**config.mk**
```make
export PLATFORM = sky130hd
export DESIGN_NAME = histogram_eq_param
export DESIGN_NICKNAME = d
export VERILOG_FILES = /design/src/rtl/histogram_eq_param.sv
export SDC_FILE = /design/constraint.sdc
export NUM_CORES = 1
export LEC_CHECK = 0
export ABC_CLOCK_PERIOD_IN_PS = 17300
export CAP_MARGIN = 20
export CELL_PAD_IN_SITES_DETAIL_PLACEMENT = 1
export CELL_PAD_IN_SITES_GLOBAL_PLACEMENT = 2
export CORE_AREA = 2 2 211 213
export DETAILED_ROUTE_END_ITERATION = 12
export DIE_AREA = 0 0 213 215
export PLACE_DENSITY_LB_ADDON = 0.1
export SLEW_MARGIN = 0
export SYNTH_ARGS = -nofsm -noshare
export SYNTH_HDL_FRONTEND = slang
export SYNTH_SLANG_ARGS = --single-unit
```
**constraint.sdc**
```tcl
create_clock -name clk_i -period 17.3 [get_ports clk_i]
set_input_delay 1.73 -clock clk_i [delete_from_list [all_inputs] [get_ports clk_i]]
set_output_delay 1.73 -clock clk_i [all_outputs]
set_load 0.02 [all_outputs]
```
**src/rtl/histogram_eq_param.sv**
```systemverilog
// Histogram-equalisation engine. It builds a per-frame histogram in an
// external SRAM and can clip bins to a contrast limit. It then streams a
// 2^PIXEL_BIT-entry remapping LUT, computing each entry with a sequential
// restoring divider.
module histogram_eq_param #(
    parameter int PIXEL_BIT = 8,
    parameter int COUNT_BIT = 17
) (
    input  logic                 clk_i,
    input  logic                 rst_i,
    input  logic                 start_i,
    input  logic                 pixel_valid_i,
    input  logic [PIXEL_BIT-1:0] pixel_i,
    input  logic                 frame_end_i,
    input  logic [COUNT_BIT-1:0] clip_i,
    input  logic                 stall_i,
    output logic                 pixel_ready_o,
    output logic                 busy_o,
    output logic                 wr_en_o,
    output logic [PIXEL_BIT-1:0] wr_addr_o,
    output logic [COUNT_BIT-1:0] wr_data_o,
    output logic                 rd_en_o,
    output logic [PIXEL_BIT-1:0] rd_addr_o,
    input  logic [COUNT_BIT-1:0] rd_data_i,
    output logic                 lut_valid_o,
    output logic [PIXEL_BIT-1:0] lut_addr_o,
    output logic [PIXEL_BIT-1:0] lut_data_o,
    output logic                 done_o
);
    localparam int NUM_BIT = COUNT_BIT + PIXEL_BIT;
    localparam int PH_BIT  = $clog2(NUM_BIT + 2);
    localparam logic [PH_BIT-1:0]    PH_LOAD = PH_BIT'(1);
    localparam logic [PH_BIT-1:0]    PH_LAST = PH_BIT'(NUM_BIT + 1);
    localparam logic [PIXEL_BIT-1:0] MAXV    = '1;
    localparam logic [COUNT_BIT-1:0] CNT_MAX = '1;

    typedef enum logic [2:0] {
        S_IDLE, S_CLEAR, S_ACCUM, S_DRAIN, S_SUM, S_MAP, S_DONE
    } state_t;

    state_t r_state, w_state_next;

    logic [PIXEL_BIT:0]   r_idx;        // bin index; extra bit lets SUM reach BINS
    logic [PH_BIT-1:0]    r_phase;      // per-bin step inside MAP
    logic                 r_p1_valid;   // a read was issued in the previous active cycle
    logic [PIXEL_BIT-1:0] r_p1_addr;
    logic                 r_rd_last;    // a read was issued in the previous clock
    logic                 r_hold_valid;
    logic [COUNT_BIT-1:0] r_hold_data;
    logic                 r_fwd_valid;  // histogram write of the previous active cycle
    logic [PIXEL_BIT-1:0] r_fwd_addr;
    logic [COUNT_BIT-1:0] r_fwd_data;
    logic [COUNT_BIT-1:0] r_total;
    logic [COUNT_BIT-1:0] r_clip;
    logic [COUNT_BIT-1:0] r_sum;
    logic [COUNT_BIT-1:0] r_cdf_min;
    logic                 r_min_found;
    logic [COUNT_BIT-1:0] r_cdf;
    logic                 r_lut_zero;
    logic [NUM_BIT-1:0]   r_div_q;
    logic [COUNT_BIT-1:0] r_div_r;

    logic                 w_active;
    logic                 w_idx_max;
    logic [COUNT_BIT-1:0] w_rd_val;
    logic [COUNT_BIT-1:0] w_base;
    logic [COUNT_BIT-1:0] w_inc;
    logic [COUNT_BIT-1:0] w_clipped;
    logic [COUNT_BIT-1:0] w_cdf_next;
    logic [COUNT_BIT-1:0] w_diff;
    logic [NUM_BIT-1:0]   w_num;
    logic [COUNT_BIT-1:0] w_den;
    logic                 w_den_zero;
    logic [COUNT_BIT:0]   w_trial;
    logic                 w_ge;
    logic [COUNT_BIT-1:0] w_r_next;
    logic [NUM_BIT-1:0]   w_q_next;
    logic [PIXEL_BIT-1:0] w_lut;

    // A start pulse aborts whatever is running, so it also suppresses the cycle's actions.
    assign w_active  = !stall_i && !start_i;
    assign w_idx_max = (r_idx[PIXEL_BIT-1:0] == MAXV);

    // Read data that arrived during a stall is taken from the holding register.
    assign w_rd_val  = r_hold_valid ? r_hold_data : rd_data_i;

    // The read was issued in the same cycle the previous write landed, so it holds
    // the stale count for the same bin; the in-flight value is used instead.
    assign w_base    = (r_fwd_valid && (r_fwd_addr == r_p1_addr)) ? r_fwd_data : w_rd_val;
    assign w_inc     = (w_base == CNT_MAX) ? w_base : w_base + COUNT_BIT'(1);

    assign w_clipped  = ((r_clip != '0) && (w_rd_val > r_clip)) ? r_clip : w_rd_val;
    assign w_cdf_next = r_cdf + w_clipped;
    assign w_diff     = w_cdf_next - r_cdf_min;
    assign w_num      = NUM_BIT'(w_diff) * NUM_BIT'(MAXV);
    assign w_den      = r_sum - r_cdf_min;
    assign w_den_zero = (w_den == '0);

    // One restoring-division step: shift in the next numerator bit, subtract if it fits.
    assign w_trial  = {r_div_r, r_div_q[NUM_BIT-1]};
    assign w_ge     = (w_trial >= {1'b0, w_den});
    assign w_r_next = w_ge ? (w_trial[COUNT_BIT-1:0] - w_den) : w_trial[COUNT_BIT-1:0];
    assign w_q_next = {r_div_q[NUM_BIT-2:0], w_ge};

    // Final LUT value; the last divider step is folded in combinationally.
    always_comb begin
        w_lut = '0;
        if (w_den_zero)
            w_lut = r_idx[PIXEL_BIT-1:0];
        else if (r_lut_zero)
            w_lut = '0;
        else if (w_q_next > NUM_BIT'(MAXV))
            w_lut = MAXV;
        else
            w_lut = w_q_next[PIXEL_BIT-1:0];
    end

    // State register.
    always_ff @(posedge clk_i) begin
        if (rst_i)
            r_state <= S_IDLE;
        else
            r_state <= w_state_next;
    end

    // Next-state logic and SRAM / LUT port decode.
    always_comb begin
        w_state_next  = r_state;
        pixel_ready_o = 1'b0;
        busy_o        = (r_state != S_IDLE);
        wr_en_o       = 1'b0;
        wr_addr_o     = '0;
        wr_data_o     = '0;
        rd_en_o       = 1'b0;
        rd_addr_o     = '0;
        lut_valid_o   = 1'b0;
        lut_addr_o    = '0;
        lut_data_o    = '0;
        done_o        = 1'b0;
        case (r_state)
            S_CLEAR: begin
                wr_en_o   = w_active;
                wr_addr_o = r_idx[PIXEL_BIT-1:0];
                if (w_active && w_idx_max)
                    w_state_next = S_ACCUM;
            end
            S_ACCUM: begin
                pixel_ready_o = w_active;
                rd_en_o       = w_active && pixel_valid_i;
                rd_addr_o     = pixel_i;
                wr_en_o       = w_active && r_p1_valid;
                wr_addr_o     = r_p1_addr;
                wr_data_o     = w_inc;
                if (w_active && frame_end_i)
                    w_state_next = S_DRAIN;
            end
            S_DRAIN: begin
                wr_en_o   = w_active && r_p1_valid;
                wr_addr_o = r_p1_addr;
                wr_data_o = w_inc;
                if (w_active)
                    w_state_next = S_SUM;
            end
            S_SUM: begin
                rd_en_o   = w_active && !r_idx[PIXEL_BIT];
                rd_addr_o = r_idx[PIXEL_BIT-1:0];
                if (w_active && r_idx[PIXEL_BIT])
                    w_state_next = S_MAP;
            end
            S_MAP: begin
                rd_en_o    = w_active && (r_phase == '0);
                rd_addr_o  = r_idx[PIXEL_BIT-1:0];
                if (r_phase == PH_LAST) begin
                    lut_valid_o = w_active;
                    lut_addr_o  = r_idx[PIXEL_BIT-1:0];
                    lut_data_o  = w_lut;
                    if (w_active && w_idx_max)
                        w_state_next = S_DONE;
                end
            end
            S_DONE: begin
                done_o = w_active;
                if (w_active)
                    w_state_next = S_IDLE;
            end
            default: ;
        endcase
        if (start_i)
            w_state_next = S_CLEAR;
    end

    // Datapath: counters, read pipeline, forwarding, SUM accumulation and divider.
    always_ff @(posedge clk_i) begin
        if (rst_i) begin
            r_idx        <= '0;
            r_phase      <= '0;
            r_p1_valid   <= 1'b0;
            r_p1_addr    <= '0;
            r_rd_last    <= 1'b0;
            r_hold_valid <= 1'b0;
            r_hold_data  <= '0;
            r_fwd_valid  <= 1'b0;
            r_fwd_addr   <= '0;
            r_fwd_data   <= '0;
            r_total      <= '0;
            r_clip       <= '0;
            r_sum        <= '0;
            r_cdf_min    <= '0;
            r_min_found  <= 1'b0;
            r_cdf        <= '0;
            r_lut_zero   <= 1'b0;
            r_div_q      <= '0;
            r_div_r      <= '0;
        end else begin
            r_rd_last <= rd_en_o;
            if (start_i) begin
                r_idx        <= '0;
                r_phase      <= '0;
                r_p1_valid   <= 1'b0;
                r_hold_valid <= 1'b0;
                r_fwd_valid  <= 1'b0;
                r_total      <= '0;
            end else if (stall_i) begin
                if (r_rd_last) begin
                    r_hold_data  <= rd_data_i;
                    r_hold_valid <= 1'b1;
                end
            end else begin
                r_hold_valid <= 1'b0;
                r_p1_valid   <= rd_en_o;
                r_p1_addr    <= rd_addr_o;
                r_fwd_valid  <= wr_en_o && ((r_state == S_ACCUM) || (r_state == S_DRAIN));
                r_fwd_addr   <= wr_addr_o;
                r_fwd_data   <= wr_data_o;
                case (r_state)
                    S_CLEAR: begin
                        r_total <= '0;
                        r_idx   <= w_idx_max ? '0 : r_idx + 1'b1;
                    end
                    S_ACCUM: begin
                        if (rd_en_o && (r_total != CNT_MAX))
                            r_total <= r_total + COUNT_BIT'(1);
                        if (frame_end_i)
                            r_clip <= clip_i;
                    end
                    S_DRAIN: begin
                        r_idx       <= '0;
                        r_sum       <= '0;
                        r_cdf_min   <= '0;
                        r_min_found <= 1'b0;
                    end
                    S_SUM: begin
                        if (r_p1_valid) begin
                            r_sum <= r_sum + w_clipped;
                            if (!r_min_found && (w_clipped != '0)) begin
                                r_cdf_min   <= w_clipped;
                                r_min_found <= 1'b1;
                            end
                        end
                        if (r_idx[PIXEL_BIT]) begin
                            r_idx   <= '0;
                            r_phase <= '0;
                            r_cdf   <= '0;
                        end else begin
                            r_idx <= r_idx + 1'b1;
                        end
                    end
                    S_MAP: begin
                        if (r_phase == PH_LOAD) begin
                            r_cdf      <= w_cdf_next;
                            r_lut_zero <= (w_cdf_next < r_cdf_min) || (w_cdf_next == '0);
                            r_div_q    <= w_num;
                            r_div_r    <= '0;
                        end else if ((r_phase != '0) && (r_phase != PH_LAST)) begin
                            r_div_q <= w_q_next;
                            r_div_r <= w_r_next;
                        end
                        if (r_phase == PH_LAST) begin
                            r_phase <= '0;
                            r_idx   <= r_idx + 1'b1;
                        end else begin
                            r_phase <= r_phase + 1'b1;
                        end
                    end
                    default: ;
                endcase
            end
        end
    end

endmodule

```
==> load_flow_metrics.sql <==
INSERT INTO impl_metrics (metric_group, metric, value, unit) VALUES
('place', 'dpl.hpwl', '42840', 'um'),
('pwr', 'total_power', '3.863', 'mW'),
('synth', 'postSynthCellCount', '2207', ''),
('synth', 'syn_nets', '2484', ''),
('die', 'initial_core_util', '38.59', '%'),
('sta', 'final_worst_clock_skew', '0.01396', 'ns'),
('synth', 'post_synth.cell_area_avg', '7.632', 'um^2'),
('layout', 'footprint_of_the_flip_flops_and_latches', '3664', 'um^2'),
('job', 'cap_viol_max_count', '0', ''),
('sta', 'finalCritPeriodShare', '71.96', '%'),
('critical_path', 'setup.worst_path.class', 'in -> reg', ''),
('sta', 'drv_slew', '0', ''),
('critical_path', 'setup.worst_path.start', 'rd_data_i[3]', ''),
('critical_path', 'worst_path_max_delay_cell', 'sky130_fd_sc_hd__o21a_1', ''),
('layout', 'final_net_count', '2541', ''),
('detailed_routing', 'drt_pass1_iterations', '5', ''),
('critical_path', 'worst-endpoint-arrival', '12.86', 'ns'),
('detailed_routing', 'routed_wire_length_per_instance', '18.91', 'um'),
('worst_hold_path', 'min_path_cells', '2', ''),
('worst_hold_path', 'hold_path.startpoint', 'r_hold_data[0]$_SDFFE_PP0P_', ''),
('place', 'place.gp.congestion', '0.8341', ''),
('critical_path', 'worstPathMaxFanout', '32', ''),
('grt', 'grt_start_max_net_pins', '70', ''),
('grt', 'wire_length_of_the_first_global_routing_pass', '88340', 'um'),
('synth', 'synth_area_leaders', 'sky130_fd_sc_hd__dfxtp_1, sky130_fd_sc_hd__ha_1, sky130_fd_sc_hd__fa_1, sky130_fd_sc_hd__a21oi_1, sky130_fd_sc_hd__nand2_1', ''),
('detailed_routing', 'ant_nets', '0', ''),
('synth', 'synth_commonest_cells', 'sky130_fd_sc_hd__nand2_1, sky130_fd_sc_hd__nor2_1, sky130_fd_sc_hd__a21oi_1', ''),
('clocking', 'htree_levels', '4', ''),
('detailed_routing', 'vias_per_cell', '5.504', ''),
('clocking', 'cts_root_buffer', 'sky130_fd_sc_hd__clkbuf_16', ''),
('die', 'design.portCount', '103', ''),
('detailed_routing', 'drt_wl_total', '54250', 'um'),
('critical_path', 'crit_path_end_kind', 'flip-flop', ''),
('worst_hold_path', 'whs_endpoint', 'r_hold_data[0]$_SDFFE_PP0P_', ''),
('grt', 'globalRouteTotalUtil', '24.38', '%'),
('worst_hold_path', 'hold_path_class', 'reg -> reg', ''),
('layout', 'post_route_cells_drive_above_1_share', '4.523', '%'),
('pwr', 'power_density', '202.9', 'nW/um^2'),
('die', 'placement_row_count', '77', ''),
('synth', 'netlist-cell-type-count', '81', ''),
('synth', 'ys_async_rst_share', '0', '%'),
('critical_path', 'reg2reg_depth', '44', ''),
('critical_path', 'setup.reg_to_reg.worst_slack', '5.92', 'ns'),
('detailed_routing', 'drt-initial-drc-count', '697', ''),
('clocking', 'clock_insertion_delay_worst_skew', '0.50', 'ns'),
('synth', 'yosys_most_used_dff', 'sky130_fd_sc_hd__dfxtp_1', ''),
('clocking', 'postCtsHoldBufs', '0', ''),
('clocking', 'cts_resized', '0', ''),
('run_status', 'run_status', 'finished, final reports clean', ''),
('layout', 'final_core_utilization', '43.62', '%'),
('critical_path', 'rr_endpoint', 'r_div_q[24]$_SDFFE_PP0P_', ''),
('clocking', 'cts_tree', 'built', ''),
('synth', 'synth_top_area_cell', 'sky130_fd_sc_hd__dfxtp_1', ''),
('critical_path', 'timing.critical_path.required', '17.71', 'ns'),
('layout', 'area_delta_synth_final', '13.02', '%'),
('detailed_routing', 'remaining_drc_errors', '0', ''),
('sta', 'rsz_0062_raised_after_global_routing', 'false', ''),
('sta', 'max_freq', '0.08033', 'GHz'),
('pwr', 'leakagePower', '7.707', 'nW'),
('critical_path', 'setup.worst_path.start_class', 'primary input', ''),
('sta', 'maxSlewHeadroom', '27.72', '%'),
('synth', 'number_of_flip_flops_and_latches_in_the_synthesized_netlist', '183', ''),
('synth', 'synth_sequential_area_ratio', '21.75', '%'),
('synth', 'post-synth-top-area-fraction', '21.75', '%'),
('grt', 'overflow', '0', ''),
('place', 'portBuffers', '102', ''),
('layout', 'multi_input_area', '12100', 'um^2'),
('clocking', 'cts_buffer_depth', '2', ''),
('sta', 'finalHoldViolCount', '0', ''),
('synth', 'synth-warning-count', '0', ''),
('clocking', 'cts_made_buffers', '17', '');
[worst max path at each step]
stage / endpoint / slack (ns) / depth (start not counted)
after floorplan: r_div_q[24]$_SDFFE_PP0P_ / 6.48 / 44
after global placement: r_div_q[24]$_SDFFE_PP0P_ / 4.76 / 44
after detailed placement: r_div_q[24]$_SDFFE_PP0P_ / 4.37 / 44
after CTS: r_div_q[22]$_SDFFE_PP0P_ / 4.85 / 44
after global routing: r_div_q[24]$_SDFFE_PP0P_ / 3.73 / 44
final: r_div_q[24]$_SDFFE_PP0P_ / 4.85 / 44
[cells in the final DEF, fill, tap and decap left out, drive strengths merged, types with 6 or more instances in the layout]
master	synthesis	routed
o21ai	107	107
buf	21	24
or4	7	7
o21bai	10	10
and3	15	15
mux2i	24	24
nor4	20	20
xor2	66	66
or3	17	17
a22oi	32	32
o31ai	16	16
a31oi	12	12
fa	54	54
dfxtp	183	183
nand4	24	24
a311oi	10	10
and2	8	8
a21oi	209	209
a32o	7	7
a21o	46	46
clkbuf	66	18
ha	175	175
inv	201	209
o21a	19	19
a211oi	22	22
mux2	30	30
nand2	258	258
nor2	232	232
nand3	38	38
or2	9	9
o211ai	11	11
o31a	6	6
clkdlybuf4s50	0	101
xnor2	80	80
nand2b	22	22
nor3	57	57
o22ai	6	6
nor2b	29	29
[metrics by stage]
stage	std cells	worst slack (ns)	instance area, um^2
after floorplan	2207	6.481	16840
after global placement	2834	4.760	18420
after detailed placement	2835	4.368	18430
after CTS	2867	4.854	19000
after global routing	2869	3.732	19040
final	2869	4.851	19040
[registers in the layout, summed over array words and instances (netlist names), 3 cells and up]
signal / cells
r_idx: 9
r_clip: 17
r_cdf_min: 17
r_state: 3
r_fwd_addr: 8
r_div_q: 25
r_hold_data: 17
r_sum: 17
r_div_r: 17
r_phase: 5
r_cdf: 17
r_fwd_data: 17
r_p1_addr: 8
[worst max-delay path: cells and delay by family]
family,cells,cell delay [ns]
mux,1,0.53
fa+ha+maj,7,2.70
compound gates,19,4.31
simple gates,8,1.39
buf+inv,5,0.84
xor+xnor,4,1.35
[routing by layer]
layer / track usage, % / part of all wire, % / up-vias
li1: - / - / 7762
met1: 31.74 / 46 / 7765
met2: 41.21 / 48 / 207
met3: 3.756 / 3.2 / 58
met4: 7.483 / 2.3 / 0
met5: 0 / 0 / -
[power by group]
part           total (mW)  switching [mW]  internal, mW
clock               0.402           0.208         0.194
sequential          0.424         0.00196         0.422
combinational        3.04            1.76          1.27
total                3.86            1.97          1.89
[layout make-up]
cell class | instances | share of cell area (%)
Clock buffer | 18 | 2.307
Clock inverter | 14 | 0.6901
Tap cell | 592 | 3.891
Sequential cell | 183 | 19.24
Multi-Input combinational cell | 1736 | 63.54
Timing Repair Buffer | 125 | 6.362
Inverter | 201 | 3.963
[cell families after synthesis]
kind of cell    after synthesis  synth area share (%)
mux                          54                 3.432
xor+xnor                    146                 7.681
flops                       183                 21.75
simple gates                747                 20.12
compound gates              558                 20.90
buf+inv                     288                 6.581
fa+ha+maj                   231                 19.54
Note: power is estimated with default switching activity, not from simulation.
